`config.mk`:
```
export PLATFORM = sky130hd
export DESIGN_NAME = shift_arbiter
export DESIGN_NICKNAME = d
export VERILOG_FILES = /design/src/rtl/shift_arb_pkg.sv /design/src/rtl/shift_core_32.sv /design/src/rtl/shift_arbiter.sv
export SDC_FILE = /design/constraint.sdc
export NUM_CORES = 1
export LEC_CHECK = 0
export CELL_PAD_IN_SITES_DETAIL_PLACEMENT = 0
export CELL_PAD_IN_SITES_GLOBAL_PLACEMENT = 2
export CORE_UTILIZATION = 29
export DETAILED_ROUTE_END_ITERATION = 10
export PLACE_DENSITY = 0.84
export SYNTH_ARGS = -nofsm -noshare
export SYNTH_HDL_FRONTEND = slang
export SYNTH_SLANG_ARGS = --single-unit
```
`constraint.sdc`:
```
create_clock -name clock -period 2.6 [get_ports clock]
set_clock_uncertainty 0.2 [all_clocks]
set_input_delay 0.26 -clock clock [delete_from_list [all_inputs] [get_ports clock]]
set_output_delay 0.26 -clock clock [all_outputs]
set_load 0.02 [all_outputs]
```
`src/rtl/shift_arb_pkg.sv`:
```
// Shared encodings and widths for the shift arbiter and its barrel shifter.
package shift_arb_pkg;

  localparam int unsigned DATA_W  = 32;
  localparam int unsigned SHAMT_W = 5;
  localparam int unsigned ID_W    = 1;

  typedef enum logic {
    OP_SLL = 1'b0,
    OP_SRA = 1'b1
  } shift_op_e;

endpackage

```
`src/rtl/shift_core_32.sv`:
```
// Combinational 32-bit log shifter: 16/8/4/2/1 stages steered by shamt bits.
// Arithmetic right shift is built only when SHIFT_ARB_SRA_EN is defined.
module shift_core_32
  import shift_arb_pkg::*;
(
  input  logic [DATA_W-1:0]  data_i,
  input  logic [SHAMT_W-1:0] shamt_i,
  input  logic               op_i,
  output logic [DATA_W-1:0]  result_o
);

  logic [DATA_W-1:0] s16, s8, s4, s2, s1;

`ifdef SHIFT_ARB_SRA_EN
  logic is_sra;
  logic fill;

  assign is_sra = (op_i == OP_SRA);
  assign fill   = is_sra & data_i[DATA_W-1];

  function automatic logic [DATA_W-1:0] stage(input logic [DATA_W-1:0] x,
                                              input int unsigned      amt,
                                              input logic             right,
                                              input logic             fill_bit);
    logic [DATA_W-1:0] mask;
    mask = ~({DATA_W{1'b1}} >> amt);
    if (right) return (x >> amt) | (fill_bit ? mask : '0);
    return x << amt;
  endfunction

  assign s16 = shamt_i[4] ? stage(data_i, 16, is_sra, fill) : data_i;
  assign s8  = shamt_i[3] ? stage(s16,     8, is_sra, fill) : s16;
  assign s4  = shamt_i[2] ? stage(s8,      4, is_sra, fill) : s8;
  assign s2  = shamt_i[1] ? stage(s4,      2, is_sra, fill) : s4;
  assign s1  = shamt_i[0] ? stage(s2,      1, is_sra, fill) : s2;
`else
  // Without arithmetic shift support the op select has no effect.
  logic unused_op;
  assign unused_op = op_i;

  function automatic logic [DATA_W-1:0] stage(input logic [DATA_W-1:0] x,
                                              input int unsigned      amt);
    return x << amt;
  endfunction

  assign s16 = shamt_i[4] ? stage(data_i, 16) : data_i;
  assign s8  = shamt_i[3] ? stage(s16,     8) : s16;
  assign s4  = shamt_i[2] ? stage(s8,      4) : s8;
  assign s2  = shamt_i[1] ? stage(s4,      2) : s4;
  assign s1  = shamt_i[0] ? stage(s2,      1) : s2;
`endif

  assign result_o = s1;

endmodule

```
`src/rtl/shift_arbiter.sv`:
```
// Two-port round-robin arbiter in front of a shared barrel shifter, with one
// registered result stage under valid/ready. SRA support: SHIFT_ARB_SRA_EN.
module shift_arbiter
  import shift_arb_pkg::*;
#(
  parameter bit FIXED_PRIO = 1'b0
) (
  input  logic               clock,
  input  logic               reset_n,
  input  logic               req0_valid,
  output logic               req0_ready,
  input  logic [DATA_W-1:0]  req0_data,
  input  logic [SHAMT_W-1:0] req0_shamt,
  input  logic               req0_op,
  input  logic               req1_valid,
  output logic               req1_ready,
  input  logic [DATA_W-1:0]  req1_data,
  input  logic [SHAMT_W-1:0] req1_shamt,
  input  logic               req1_op,
  output logic               resp_valid,
  input  logic               resp_ready,
  output logic [ID_W-1:0]    resp_id,
  output logic [DATA_W-1:0]  resp_data
);

  localparam logic [0:0] ST_EMPTY = 1'b0;
  localparam logic [0:0] ST_FULL  = 1'b1;

  logic [0:0]         state_q, state_d;
  logic [ID_W-1:0]    id_q;
  logic [DATA_W-1:0]  data_q;
  logic [ID_W-1:0]    last_grant_q;

  logic               can_accept;
  logic               gnt0, gnt1;
  logic               xfer;
  logic [ID_W-1:0]    gnt_id;
  logic [DATA_W-1:0]  sel_data;
  logic [SHAMT_W-1:0] sel_shamt;
  logic               sel_op;
  logic [DATA_W-1:0]  shift_res;

  assign can_accept = (state_q == ST_EMPTY) || resp_ready;

  // Port 0 wins when alone, or in a conflict when fixed priority is set or
  // port 1 took the previous grant.
  assign gnt0 = req0_valid &&
                (!req1_valid || FIXED_PRIO || (last_grant_q == ID_W'(1)));
  assign gnt1 = req1_valid && !gnt0;

  // Reset gates ready so nothing is accepted while the block is held in reset.
  assign req0_ready = gnt0 && can_accept && reset_n;
  assign req1_ready = gnt1 && can_accept && reset_n;
  assign xfer       = req0_ready || req1_ready;
  assign gnt_id     = ID_W'(gnt1);

  assign sel_data  = gnt1 ? req1_data  : req0_data;
  assign sel_shamt = gnt1 ? req1_shamt : req0_shamt;
  assign sel_op    = gnt1 ? req1_op    : req0_op;

  shift_core_32 u_core (
    .data_i   (sel_data),
    .shamt_i  (sel_shamt),
    .op_i     (sel_op),
    .result_o (shift_res)
  );

  always_comb begin
    // NOTE: default assignment first so every path drives state_d; no latch.
    state_d = state_q;
    case (state_q)
      ST_EMPTY: if (xfer) state_d = ST_FULL;
      ST_FULL:  if (resp_ready && !xfer) state_d = ST_EMPTY;
      default:  state_d = ST_EMPTY;
    endcase
  end

  always_ff @(posedge clock or negedge reset_n) begin
    if (!reset_n) begin
      state_q      <= ST_EMPTY;
      id_q         <= '0;
      data_q       <= '0;
      last_grant_q <= ID_W'(1);
    end else begin
      // NOTE: non-blocking assignments so all state updates see pre-edge values.
      state_q <= state_d;
      if (xfer) begin
        data_q       <= shift_res;
        id_q         <= gnt_id;
        last_grant_q <= gnt_id;
      end
    end
  end

  assign resp_valid = (state_q == ST_FULL);
  assign resp_id    = id_q;
  assign resp_data  = data_q;

endmodule

```
==> impl_metrics.py, run 1 <==
metrics = {
    "global_routing": {
        "grt_usage": 0.229,
        "grt_pass1_wl_mm": 26.6,
        "antenna_found_initial": 0,
        "grt_max_degree": 36,
        "first_global_vias": 4827,
        "overflow": 0,
    },
    "clock_network": {
        "clk_latency_ps": 290,
        "cts_tree": "built",
        "clockBufferDepth": 2,
        "cts.htree.levels": 2,
        "numClockSinks": 35,
        "clockRootBuffer": "clkbuf_16",
        "cts_made_buffers": 5,
        "clkTransAtPathRegs_ps": 50,
    },
    "timing": {
        "finalCritPeriodShare": 0.963,
        "setup_slack_ps": 95.5,
        "slew_viol_final": 0,
        "fin_crit_ps": 2500,
        "rsz0062_at_grt": "no",
        "hold_violations": 0,
        "max_freq_mhz": 399,
        "setup_violations": 0,
        "tightest_slew_ps": 484,
        "max_slew_margin": 0.673,
    },
    "critical_path": {
        "crit_type": "in2reg",
        "crit_start": "req0_shamt[3]",
        "r2r_start": "last_grant_q",
        "cp.required_ps": 2550,
        "startpoint_type": "input port",
        "critPathMaxFanout": 17,
        "critPathCaptureType": "flop",
        "arrival_ps": 2460,
    },
    "yosys": {
        "synth-edff-count": 0,
        "synth-seq-cells": 35,
        "synth.area.top_cells": "dfrtp_1 20%, mux2i_1 13%, nand2_1 6.5%",
        "ys_types": 63,
        "yosys_warnings": 0,
        "synthDominantCellAreaShare": 0.199,
        "yosysTopAreaCell": "dfrtp_1",
        "synth_nets": 596,
        "synth_ff_type": "dfrtp_1",
        "synth_cells": 515,
        "ys_seq_area_frac": 0.205,
        "syn_avg_cell_area_um2": 8.31,
        "synthArstFlopShare": 1.00,
        "syn_area_um2": 4280,
    },
    "route": {
        "ant_nets": 0,
        "wl_per_cell_um": 19.0,
        "drt-initial-drc-count": 418,
        "num_vias": 5075,
        "remaining_drc_errors": 0,
        "avgViaCountPerCell": 5.61,
        "wl_mm": 17.2,
        "firstDrtPassIters": 5,
    },
    "min_path": {
        "hp-class": "reg2reg",
        "hold_start": "resp_data[1]",
    },
    "floorplanning": {
        "rows": 44,
        "dieHeight_um": 123,
        "die_w_um": 123,
        "io_pins": 117,
        "core_um2": 14500,
        "start_util": 0.296,
        "dieArea_um2": 15200,
    },
    "cells_and_area": {
        "final_cell_mix": "119 x buf_4, 112 x clkdlybuf4s50_1, 74 x nand2_1, 54 x mux2i_1",
        "diodes": 0,
        "fin_cells": 904,
        "drive_above_1_share": 0.258,
        "fin_nets": 800,
        "syn_to_final_growth_pct": 55.2,
        "final_util": 0.459,
        "final_common_cell": "buf_4",
    },
    "placement": {
        "place.gp.congestion": 0.897,
        "dp_hpwl_mm": 14.2,
        "dp.cells": 893,
        "dp_slack_ps": -237,
        "io_buffers": 114,
    },
    "job": {
        "maxCapViolations": 0,
    },
    "power_and_ir_drop": {
        "leakagePower_nw": 2.78,
        "power_mw": 3.28,
        "power_density_nw_per_um2": 494,
        "irDropWorstVdd_uv": 248,
    },
    "run_status": {
        "status": "finished clean",
    },
}
-- Yosys cell counts (2+ instances only) --
master / instances
a311oi_1: 4
nand4_1: 5
buf_2: 18
inv_1: 6
mux4_2: 12
nor3_1: 22
mux2i_1: 54
a211oi_1: 6
mux2i_2: 3
o21ai_0: 31
mux2_2: 17
nor4_1: 2
a22oi_1: 6
buf_4: 12
and2_1: 5
nand2b_1: 2
o31ai_1: 2
nand2_1: 74
a221o_1: 6
a32oi_1: 5
o22ai_1: 2
o311ai_0: 2
a21oi_1: 12
nor2_1: 34
nand3b_1: 7
mux2i_4: 4
or3_1: 2
o2111ai_1: 3
clkbuf_1: 9
nor2b_1: 5
nand3_1: 29
a31oi_1: 7
o221ai_1: 8
o21bai_1: 2
o2bb2ai_1: 2
buf_6: 5
a211o_1: 2
o211ai_1: 26
o21ai_1: 5
dfrtp_1: 34
-- cell families (layout without fill, tap and decap cells) --
group | count (synthesis) | in the layout | synth area share
AND/OR/NAND/NOR | 192 | 192 | 0.209
AO/OA/AOI/OAI | 144 | 144 | 0.241
multiplexers | 91 | 91 | 0.268
buffers and inverters | 53 | 258 | 0.0775
flip-flops | 35 | 35 | 0.205
-- critical path: stages --
cell and delay [ps]:
clkdlybuf4s50_1 500, buf_12 170, mux2_2 340, a221o_1 290, o21ai_1 250, nand2_1 190, a311oi_1 310, o21ai_0 140
-- routing by layer --
metal  up-vias  routed length (um)  track usage
li1       2389                   -            -
met1      2455                7970        0.324
met2       213                7890        0.367
met3        18                1010       0.0244
met4         0                 284       0.0640
met5         -                   0            0
-- final cells by class --
cell class	count	area, um^2
Clock buffer	7	153
Clock inverter	1	7.51
Timing Repair Buffer	244	2240
Multi-Input combinational cell	427	3110
Sequential cell	35	877
Fill cell	1424	7840
Inverter	6	22.5
Tap cell	184	230
-- state kept, by name, indices dropped and copies added, names as in the netlist --
name,count
resp_data,32
last_grant_q,1
resp_id,1
resp_valid,1
-- timing repair --
item                                    CTS  global route
endpoints found under the setup margin    3            12
hold buffers                              1             0
hold endpoints to repair                 35             0
buffers inserted                          0             2
resized for setup                         1            10
pin swaps                                 0             2
-- metrics by stage --
step	hold WS [ps]	setup TNS, ps	instance area [um^2]
2_1_floorplan	-236	0	4280
3_3_place_gp	46.8	-3350	6420
3_5_place_dp	67.1	-4280	6420
4_1_cts	286	0	6590
5_1_grt	317	0	6640
6_report	279	0	6640
-- path summary, 6_finish.rpt --
check	depth (start not counted)	slack [ps]	end
worst max-delay path	8	100	resp_data[17]
worst min-delay path	2	280	resp_data[1]
worst max register to register	9	100	resp_data[8]
worst min register to register	2	280	resp_data[1]
max in group asynchronous	3	1420	resp_data[30]
min in group asynchronous	2	340	last_grant_q
-- report_power, final --
part | internal, mW | switching (mW) | leakage [nW]
clock network | 0.407 | 0.229 | 0.0761
registers | 0.674 | 0.0830 | 0.441
logic | 0.928 | 0.963 | 2.26
Power figures use the tool's default switching activity.
==> run 2: changes to the inputs <==
--- a/config.mk
+++ b/config.mk
@@ -9,6 +9,7 @@
 export CELL_PAD_IN_SITES_GLOBAL_PLACEMENT = 2
 export CORE_UTILIZATION = 29
 export DETAILED_ROUTE_END_ITERATION = 10
+export HOLD_SLACK_MARGIN = 0.1
 export PLACE_DENSITY = 0.84
 export SYNTH_ARGS = -nofsm -noshare
 export SYNTH_HDL_FRONTEND = slang
==> results of run 2 <==
No change in the layout: final DEF, timing and power equal those of run 1.
==> run 3: changes to the inputs <==
--- a/config.mk
+++ b/config.mk
@@ -9,8 +9,8 @@
 export CELL_PAD_IN_SITES_GLOBAL_PLACEMENT = 2
 export CORE_UTILIZATION = 29
 export DETAILED_ROUTE_END_ITERATION = 10
-export HOLD_SLACK_MARGIN = 0.1
 export PLACE_DENSITY = 0.84
+export SKIP_LAST_GASP = 1
 export SYNTH_ARGS = -nofsm -noshare
 export SYNTH_HDL_FRONTEND = slang
 export SYNTH_SLANG_ARGS = --single-unit
==> constraint.sdc (replaced) <==
create_clock -name clock -period 2.6 [get_ports clock]
set_clock_uncertainty 0.2 [all_clocks]
set_input_delay 0.26 -clock clock [delete_from_list [all_inputs] [get_ports clock]]
set_output_delay 0.26 -clock clock [all_outputs]
set_load 0.005 [all_outputs]
==> run 3 against run 2 <==
Effect of this change:
- global-route usage increased by 0.12 points
- combinational power is 8% lower
- worst hold slack worse by 140 ps
- sequential cell count stayed put
- largest power group unchanged
- largest cell class unchanged
- fmax rose by 0.49%
- core utilization rose by 0.095 points
==> impl_metrics.py, run 3 (synthesis gave the netlist of run 1 again) <==
metrics = {
    "timing": {
        "finalCritPeriodShare": 0.959,
        "max_freq_mhz": 401,
        "tns_ps": 0,
        "tightest_slew_ps": 479,
        "slew_viol_final": 0,
        "fin_crit_ps": 2490,
        "max_slew_margin": 0.678,
        "hold_violations": 0,
        "setup_slack_ps": 108,
        "setup_violations": 0,
    },
    "floorplanning": {
        "dieHeight_um": 123,
        "io_pins": 117,
        "dieArea_um2": 15200,
        "die_w_um": 123,
        "core_um2": 14500,
        "start_util": 0.296,
        "rows": 44,
    },
    "global_routing": {
        "overflow": 0,
        "antenna_found_initial": 0,
        "grt_usage": 0.230,
        "grt_max_degree": 36,
        "grt_pass1_wl_mm": 27.0,
        "first_global_vias": 4903,
    },
    "cells_and_area": {
        "diodes": 0,
        "final_common_cell": "buf_4",
        "largest_reg_flops": 32,
        "final_cell_mix": "117 x buf_4, 112 x clkdlybuf4s50_1, 74 x nand2_1, 53 x mux2i_1",
        "fin_cells": 903,
        "drive_above_1_share": 0.260,
        "fin_nets": 799,
        "syn_to_final_growth_pct": 55.5,
        "final_util": 0.460,
    },
    "placement": {
        "dp.cells": 893,
        "dp_slack_ps": -251,
        "place.gp.congestion": 0.888,
        "io_buffers": 114,
        "dp_hpwl_mm": 14.2,
    },
    "critical_path": {
        "arrival_ps": 2480,
        "crit_buf_inv": 0,
        "critPathCaptureType": "flop",
        "cpLargestDelayFamily": "compound AO/OA/AOI/OAI gates",
        "worstPathCellList": "a21bo_4, mux2i_4, o21ai_0, a32oi_1, mux2i_1, o221ai_1",
        "rrSetupSlack_ps": 110,
        "max_stage_delay_ps": 580,
        "r2r_end": "resp_data[30]",
        "crit_slowest_cell": "dfstp_2",
        "startpoint_type": "flop",
        "reg2regPathDepth": 6,
        "critPathMaxFanout": 7,
        "crit_type": "reg2reg",
        "r2r_start": "last_grant_q",
        "cp.required_ps": 2590,
    },
    "job": {
        "maxCapViolations": 0,
    },
    "power_and_ir_drop": {
        "power_mw": 3.21,
        "leakagePower_nw": 2.79,
        "irDropWorstVdd_uv": 255,
        "power_density_nw_per_um2": 482,
    },
    "route": {
        "wl_mm": 17.1,
        "wl_per_cell_um": 19.0,
        "ant_nets": 0,
        "firstDrtPassIters": 5,
        "avgViaCountPerCell": 5.53,
        "remaining_drc_errors": 0,
        "drt-initial-drc-count": 424,
        "num_vias": 4992,
    },
    "clock_network": {
        "cts_made_buffers": 5,
        "numClockSinks": 35,
        "clockBufferDepth": 2,
        "cts.htree.levels": 2,
        "clk_latency_ps": 280,
        "clkTransAtPathRegs_ps": 50,
        "cts_tree": "built",
        "clockRootBuffer": "clkbuf_16",
    },
    "run_status": {
        "status": "finished clean",
    },
    "min_path": {
        "hp-class": "in2async",
    },
}
run 3: worst max-delay path by stage:
stage	start	end	cells after the start
global route	req0_valid	resp_data[20]	10
CTS	last_grant_q	resp_data[14]	9
floorplan	last_grant_q	resp_data[22]	6
detailed placement	req1_valid	resp_data[14]	10
global placement	req1_valid	resp_data[14]	10
finish	last_grant_q	resp_data[30]	6
run 3: layout make-up:
class                           instances  area [um^2]
Fill cell                            1436         7820
Sequential cell                        35          877
Tap cell                              184          230
Clock inverter                          2         35.0
Clock buffer                            6          139
Multi-Input combinational cell        427         3110
Inverter                                6         22.5
Timing Repair Buffer                  243         2240
run 3: worst reg2reg max path: stages, from the launching register on:
cell and delay, ps:
dfstp_2 580, a21bo_4 230, mux2i_4 380, o21ai_0 180, a32oi_1 380, mux2i_1 200, o221ai_1 240
run 3: timing repair:
item	CTS	global route
hold buffers	1	0
gates resized for setup	1	15
setup endpoints to repair	2	15
pin swaps	0	1
endpoints found under the hold margin	35	0
buffers inserted	0	1
run 3: where the power goes:
part           leakage (nW)  total [mW]  switching (mW)  internal [mW]
registers             0.441       0.756          0.0824          0.674
logic                  2.26        1.74           0.817          0.926
clock network        0.0868       0.707           0.230          0.476
run 3: routing by layer:
metal,GRT usage,part of all wire,up-vias
met5,0,0,-
li1,-,-,2386
met2,0.369,0.45,223
met4,0.0542,0.013,0
met3,0.0249,0.057,17
met1,0.329,0.48,2366
run 3: per-stage QoR:
stage / hold slack [ps] / area, um^2
5_1_grt: 152 / 6660
2_1_floorplan: -236 / 4280
4_1_cts: 148 / 6610
3_5_place_dp: -98.3 / 6420
6_report: 144 / 6660
3_3_place_gp: -102 / 6420
